[config.mk]
export PLATFORM = sky130hd
export DESIGN_NAME = sd_bus_arbiter
export DESIGN_NICKNAME = d
export VERILOG_FILES = /design/src/rtl/sd_bus_arbiter.sv
export SDC_FILE = /design/constraint.sdc
export NUM_CORES = 1
export LEC_CHECK = 0
export BUFFER_PORTS_ARGS = -buffer_cell sky130_fd_sc_hd__buf_2
export CELL_PAD_IN_SITES_DETAIL_PLACEMENT = 1
export CELL_PAD_IN_SITES_GLOBAL_PLACEMENT = 1
export CORE_AREA = 3 3 73 75
export DETAILED_ROUTE_END_ITERATION = 12
export DIE_AREA = 0 0 76 78
export GPL_ROUTABILITY_DRIVEN = 0
export PLACE_DENSITY = 0.86
export SYNTH_ARGS = -nofsm -noshare
export SYNTH_HDL_FRONTEND = slang
export SYNTH_SLANG_ARGS = --single-unit
export TNS_END_PERCENT = 10
[constraint.sdc]
create_clock -name clk -period 1.96 [get_ports clk]
set_input_delay 0.392 -clock clk [delete_from_list [all_inputs] [get_ports clk]]
set_output_delay 0.392 -clock clk [all_outputs]
set_load 0.01 [all_outputs]
[src/rtl/sd_bus_arbiter.sv]
// One-owner-at-a-time arbiter for the shared SPI-mode SD bus (CSn/MOSI).
// Sequences init/read/write engines with a deselect gap and a per-grant watchdog.
module sd_bus_arbiter #(
    parameter int GAP_CYC     = 128,
    parameter int TIMEOUT_CYC = 1048576
) (
    input  logic clk,
    input  logic rst,
    input  logic init_req,
    input  logic rd_req,
    input  logic wr_req,
    input  logic init_done,
    input  logic rd_done,
    input  logic wr_done,
    input  logic init_mosi,
    input  logic rd_mosi,
    input  logic wr_mosi,
    input  logic init_csn,
    input  logic rd_csn,
    input  logic wr_csn,
    output logic init_gnt,
    output logic rd_gnt,
    output logic wr_gnt,
    output logic sd_mosi,
    output logic sd_csn,
    output logic init_ok,
    output logic timeout,
    output logic busy
);

    localparam int WD_W  = $clog2(TIMEOUT_CYC + 1);
    localparam int GAP_W = $clog2(GAP_CYC + 1);

    localparam logic [WD_W-1:0]  WD_LAST  = WD_W'(TIMEOUT_CYC - 1);
    localparam logic [WD_W-1:0]  WD_ONE   = WD_W'(1);
    localparam logic [GAP_W-1:0] GAP_LOAD = GAP_W'(GAP_CYC - 1);
    localparam logic [GAP_W-1:0] GAP_ONE  = GAP_W'(1);

    localparam logic [2:0] S_IDLE = 3'd0;
    localparam logic [2:0] S_INIT = 3'd1;
    localparam logic [2:0] S_RD   = 3'd2;
    localparam logic [2:0] S_WR   = 3'd3;
    localparam logic [2:0] S_GAP  = 3'd4;

    logic [2:0]       state;
    logic [WD_W-1:0]  wd_cnt;
    logic [GAP_W-1:0] gap_cnt;
    logic             last_wr;
    logic             owner_done;

    // Grants decode the state register directly, so async reset drops them at once.
    assign init_gnt = (state == S_INIT);
    assign rd_gnt   = (state == S_RD);
    assign wr_gnt   = (state == S_WR);
    assign busy     = (state != S_IDLE);

    always_comb begin
        sd_csn     = 1'b1;
        sd_mosi    = 1'b1;
        owner_done = 1'b0;
        case (state)
            S_INIT: begin
                sd_csn     = init_csn;
                sd_mosi    = init_mosi;
                owner_done = init_done;
            end
            S_RD: begin
                sd_csn     = rd_csn;
                sd_mosi    = rd_mosi;
                owner_done = rd_done;
            end
            S_WR: begin
                sd_csn     = wr_csn;
                sd_mosi    = wr_mosi;
                owner_done = wr_done;
            end
            default: ;
        endcase
    end

    always_ff @(posedge clk or posedge rst) begin
        if (rst) begin
            state   <= S_IDLE;
            wd_cnt  <= '0;
            gap_cnt <= '0;
            init_ok <= 1'b0;
            timeout <= 1'b0;
            last_wr <= 1'b1;
        end else begin
            timeout <= 1'b0;
            case (state)
                S_IDLE: begin
                    wd_cnt <= '0;
                    // Re-initialisation invalidates the card until the next init_done.
                    if (init_req) begin
                        state   <= S_INIT;
                        init_ok <= 1'b0;
                    end else if (init_ok && rd_req && (!wr_req || last_wr)) begin
                        state   <= S_RD;
                        last_wr <= 1'b0;
                    end else if (init_ok && wr_req) begin
                        state   <= S_WR;
                        last_wr <= 1'b1;
                    end
                end
                S_INIT, S_RD, S_WR: begin
                    // done takes precedence over a watchdog expiry in the same cycle.
                    if (owner_done) begin
                        state   <= S_GAP;
                        gap_cnt <= GAP_LOAD;
                        wd_cnt  <= '0;
                        if (state == S_INIT) init_ok <= 1'b1;
                    end else if (wd_cnt == WD_LAST) begin
                        state   <= S_GAP;
                        gap_cnt <= GAP_LOAD;
                        wd_cnt  <= '0;
                        timeout <= 1'b1;
                    end else begin
                        wd_cnt <= wd_cnt + WD_ONE;
                    end
                end
                S_GAP: begin
                    if (gap_cnt == '0) state <= S_IDLE;
                    else               gap_cnt <= gap_cnt - GAP_ONE;
                end
                default: state <= S_IDLE;
            endcase
        end
    end

endmodule

======== Yosys cells after proc, flatten, opt, wreduce, memory -nomap -nowiden ========
Index checks and enable logic that the tools add are counted.
Widths: inputs -> output; s select.
storage, ports and cells
  flip-flop bits (word level) ............. 35
  bits of input ports ..................... 14
  logic and storage cells ................. 63
cells by class
  add/subtract/negate cells ............... 2
  equality and inequality tests ........... 12
  multiplexer cells ....................... 26
  bitwise gates (word level) .............. 1
  reductions and logical operators ........ 16
operator list
  operator               count
  $mux 21                2
  $pmux 21 s2            1
  $mux 8                 3
  $add 21x1->21 const B  1
  $eq 21x20->1 const B   1
  $mux 3                 6
  $pmux 8 s2             1
  $ne 2x2->1 const B     5
  $pmux 1 s3             3
  $pmux 3 s3             1
  $reduce_and 3->1       3
  $logic_not 8->1        1
  $mux 1                 8
  $sub 8x1->8 const B    1
  $eq 3x2->1 const B     2
  $reduce_bool 2->1      3
  $ne 4x4->1 const B     1
  $reduce_and 4->1       1
  $eq 3x1->1 const B     1
  $eq 3x3->1 const B     1
  $logic_and 1x1->1      3
  $logic_not 3->1        1
  $ne 3x3->1 const B     1
  $reduce_bool 3->1      1
  5 further kinds        5

======== Logic depth before layout (Yosys ltp) ========
  depth after elaboration ................. 6
  depth in mapped cells ................... 7
  mapped depth without buffers ............ 7

======== Least setup slack after synthesis ========
No wires, ideal clock.
  path kind ............................... reg2reg
  start point ............................. reg state[0]
  end point ............................... reg gap_cnt[4]
  library setup time ...................... 0.132 ns
  data arrival time ....................... 1.586 ns
  slack ................................... 0.242 ns
  cell stages (with the launch flop) ...... 7
  cells stage by stage .................... dfrtp_1 clkbuf_1 or3b_1 a21oi_2 nand2_1 o31ai_1 o31ai_1
between the ends
  longest elaborated chain between the ends .. 4
  elaborated cells on any way between the ends .. 12
  classes of those cells .................. 6 x eq/ne; 3 x mux; 3 x reduce/logical
RTL lines
  what                                                                    line    RTL
  start: declaration                                                      45      logic [2:0] state;
  start signal: assignment                                                83      state <= S_IDLE;
  start signal: assignment                                                96      state <= S_INIT;
  start signal: assignment                                                99      state <= S_RD;
  $eq 3x2->1 / $eq 3x1->1 (equally long branches)                         61, 91
  $pmux 1 s3 / $reduce_or 3->1 (equally long branches)                    61, 91
  $ne 3x3->1 (no source line), or another cell as far along               --
  $reduce_and 3->1 (no source line) / $pmux 8 s2 (equally long branches)  --
  end signal: assignment                                                  124     else gap_cnt <= gap_cnt - GAP_ONE;
  end: declaration                                                        47      logic [GAP_W-1:0] gap_cnt;
Several ways; a longest one is shown, not always the timed one.
A chain may end at the register's enable or synchronous reset.

======== Worst setup path after layout ========
  start point ............................. reg state[0]
  end point ............................... out busy
between the ends
  longest elaborated chain between the ends .. 1
RTL lines
  what               line  RTL
  $reduce_bool 3->1  55    assign busy = (state != S_IDLE);
  end: declaration   28    output logic busy
No other way between the ends.

==> impl_metrics.csv <==
group,metric,value,unit
setup_path,timing.rr.start,"wd_cnt[1]",
cells_and_area,drive_gt1_share,25.1,%
logic_synthesis,synth_ff_type,"dfrtp_1",
logic_synthesis,synth-simple-area-share,27.0,%
routing,routed_via_density,5.81,
sta,fmax,518,MHz
sta,period_share,98.4,%
logic_synthesis,yosysUniqueCellTypes,47,
setup_path,crit_path_top_delay_cell,"dfrtp_1",
logic_synthesis,synth_top_family_by_area,"simple AND/OR/NAND/NOR gates",
cts,clock_latency,0.30,ns
global_route,grt_start_max_net_pins,36,
power,power.density,1050,nW/um^2
logic_synthesis,yosysSeqAreaShare,43.1,%
logic_synthesis,synth_area_per_cell,8.82,sq um
routing,drc,0,
sta,hold_viol,0,
routing,finalWirelength,5910,um
global_route,antenna_found_initial,0,
cts,cts_buffers,5,
logic_synthesis,synth-compound-area-share,19.5,%
logic_synthesis,netlist_area,2040,sq um
floorplanning,core_area,4720,sq um
sta,final-setup-viol-count,0,
routing,met3WireLength,266,um
routing,first_pass_iters,4,
cts,clk_pin_slew,0.07,ns
routing,dr_wl_met2,2960,um
logic_synthesis,ys_seq_elements,35,
logic_synthesis,synth_fp_nets,248,
cts,htree_levels,2,
sta,slew_violations,0,
setup_path,arrival,1.54,ns
routing,postRouteAntennaNets,0,
cells_and_area,n_fill_cell,565,
routing,vias,2010,
cts,cts_tree,"done",
sta,worst_pin_slew,0.465,ns
routing,drtIter0Drc,163,
sta,clock-skew-final,0.00652,ns
cells_and_area,seq_area,878,sq um
placed_design,placed_cell_area,2380,sq um
power,vdd_drop_max,375,uV
setup_path,path_cells,"buf_4 -> or3_1 -> buf_2",
logic_synthesis,synth_top_area_share,41.8,%
floorplanning,dieArea,5930,sq um
routing,top_layer,"met4",
min_path,hold_path.class,"in -> async",
global_route,grt_util_all_layers,21.8,%
logic_synthesis,synth_cells,231,
setup_path,endpoint_kind,"primary output",
logic_synthesis,ys_async_sr_fraction,100,%
placed_design,dpl.hpwl,4330,um
sta,fin_crit,1.93,ns
logic_synthesis,synthMuxAreaShare,2.58,%
routing,wl_per_cell,17.1,um
logic_synthesis,yosys_warnings,0,
global_route,grt_overflow,0,
cells_and_area,n_antenna_cell,0,
sta,maxSlewHeadroom,69.0,%
floorplanning,start_util,43.1,%
global_route,grt_pass1_vias,2132,
setup_path,critPathKind,"reg -> out",
floorplanning,die_y,78,um
global_route,grt_pass1_wl,10400,um
setup_path,cp-start-kind,"flop",
placed_design,io_buffer_count,21,
cts,clock-sinks,35,
cells_and_area,area_growth,23.2,%
cells_and_area,utilization,53.1,%
logic_synthesis,yosysTopAreaCell,"dfrtp_1",
cells_and_area,multi_input_area,1100,sq um
cts,cts_hold_buf,0,
cts,clockBufferDepth,2,
cts,cts-root-buf,"clkbuf_8",
logic_synthesis,synthAdderAreaFrac,1.84,%
setup_path,worst_path_largest_cell_delay,0.44,ns
setup_path,crit_fanout,6,
run,cap_violations,0,
setup_path,critPathLaunch,"state[0]",
logic_synthesis,synth_edf_count,0,
routing,drt-met1-wl,2620,um
setup_path,required,1.57,ns
power,cellLeakagePower,1.10,nW
cells_and_area,nNetsFinal,295,
sta,fin_tns_setup,0,ns
logic_synthesis,synth_xor_xnor_area_share,1.72,%
run_status,outcome,"finished, final reports clean",
logic_synthesis,synth_area_leaders,"dfrtp_1, nand3_1, nand2_1",
floorplanning,die_w,76,um
sta,rsz0062_at_grt,"yes",
cells_and_area,design_area,2510,sq um
floorplanning,rows,25,
floorplanning,io_pins,22,
[cell usage in the layout, fill, tap and decap left out, drive strengths merged, types with 2 or more instances in the layout]
cell type,count
a21boi,2
a21oi,13
a31oi,6
and3,5
buf,47
clkbuf,8
dfrtp,34
ha,3
inv,12
mux2,2
mux2i,3
nand2,29
nand2b,3
nand3,22
nand3b,2
nand4,6
nor2,17
nor3,4
nor4,4
o21a,2
o21ai,18
o22ai,6
o31ai,4
o32a,2
or3,7
xor2,3
[Yosys cell counts (2+ instances only)]
library cell	count
a31oi_1	6
a21oi_1	11
a21boi_0	2
nand4_1	5
mux2_2	2
or3_1	7
inv_1	12
nand3_1	22
ha_1	3
o21ai_0	17
o21a_1	2
clkbuf_1	4
nand2_1	29
nand3b_1	2
nand2b_1	3
nor4_1	3
and3_1	5
nor2_1	17
nor3_1	4
dfrtp_1	34
o31ai_1	4
buf_6	2
mux2i_1	3
xor2_1	3
o32a_1	2
o22ai_1	6
[routing by layer]
metal / vias to the layer above / GRT usage (%)
li1: 937 / -
met1: 1003 / 26.8
met2: 62 / 38.7
met3: 8 / 4.87
met4: 0 / 5.80
met5: - / 0
[worst paths after layout]
check / end / slack [ns] / cells after the start
hold reg to reg: wd_cnt[19] / 0.50 / 1
max in group asynchronous: last_wr / 1.41 / 3
setup / recovery: busy / 0.03 / 3
min in group clk: last_wr / 0.26 / 2
setup reg to reg: wd_cnt[8] / 0.12 / 8
hold / removal: wd_cnt[5] / 0.20 / 3
[where the power goes]
group	internal, W	switching [W]	leakage, nW
logic	0.000447	0.000681	0.599
registers	0.000825	0.000101	0.448
clock network	0.000321	0.000270	0.0515
total	0.00159	0.00105	1.10
[cells by family after synthesis]
group | Yosys count
mux | 5
xor+xnor | 4
simple gates | 105
fa+ha+maj | 3
compound gates | 60
flops | 35
buf+inv | 19
[final cells by class]
cell class,instances,share of cell area (%)
Clock buffer,8,3.99
Inverter,12,1.80
Multi-Input combinational cell,177,43.7
Sequential cell,35,35.0
Tap cell,67,3.34
Timing Repair Buffer,47,12.1
[critical path: cells and delay by family (launching register included)]
family                 cells  cell delay, ns
buffers and inverters      2            0.36
DFF                        1            0.44
and+or+nand+nor            1            0.43
[sequential cells by signal, summed over array words and instances, names as in the netlist]
| name | cells |
|---|---|
| last_wr | 1 |
| init_ok | 1 |
| timeout | 1 |
| state | 3 |
| gap_cnt | 8 |
| wd_cnt | 21 |
[stage by stage]
step	setup slack (ns)	hold WS [ns]	instances	power (W)
3_3_place_gp	0.139	0.472	338	0.00196
3_5_place_dp	0.0608	0.486	338	0.00202
2_1_floorplan	0.242	0.442	231	0.00158
6_report	0.0310	0.200	346	0.00265
5_1_grt	-0.0169	0.238	346	0.00283
4_1_cts	0.0286	0.211	346	0.00262
[what timing repair did]
action                     4_1_cts  5_1_grt
resized for setup                1        6
pin swaps                        0        1
buffers inserted                 0        0
setup endpoints to repair        2       15
Power figures use the tool's default switching activity.
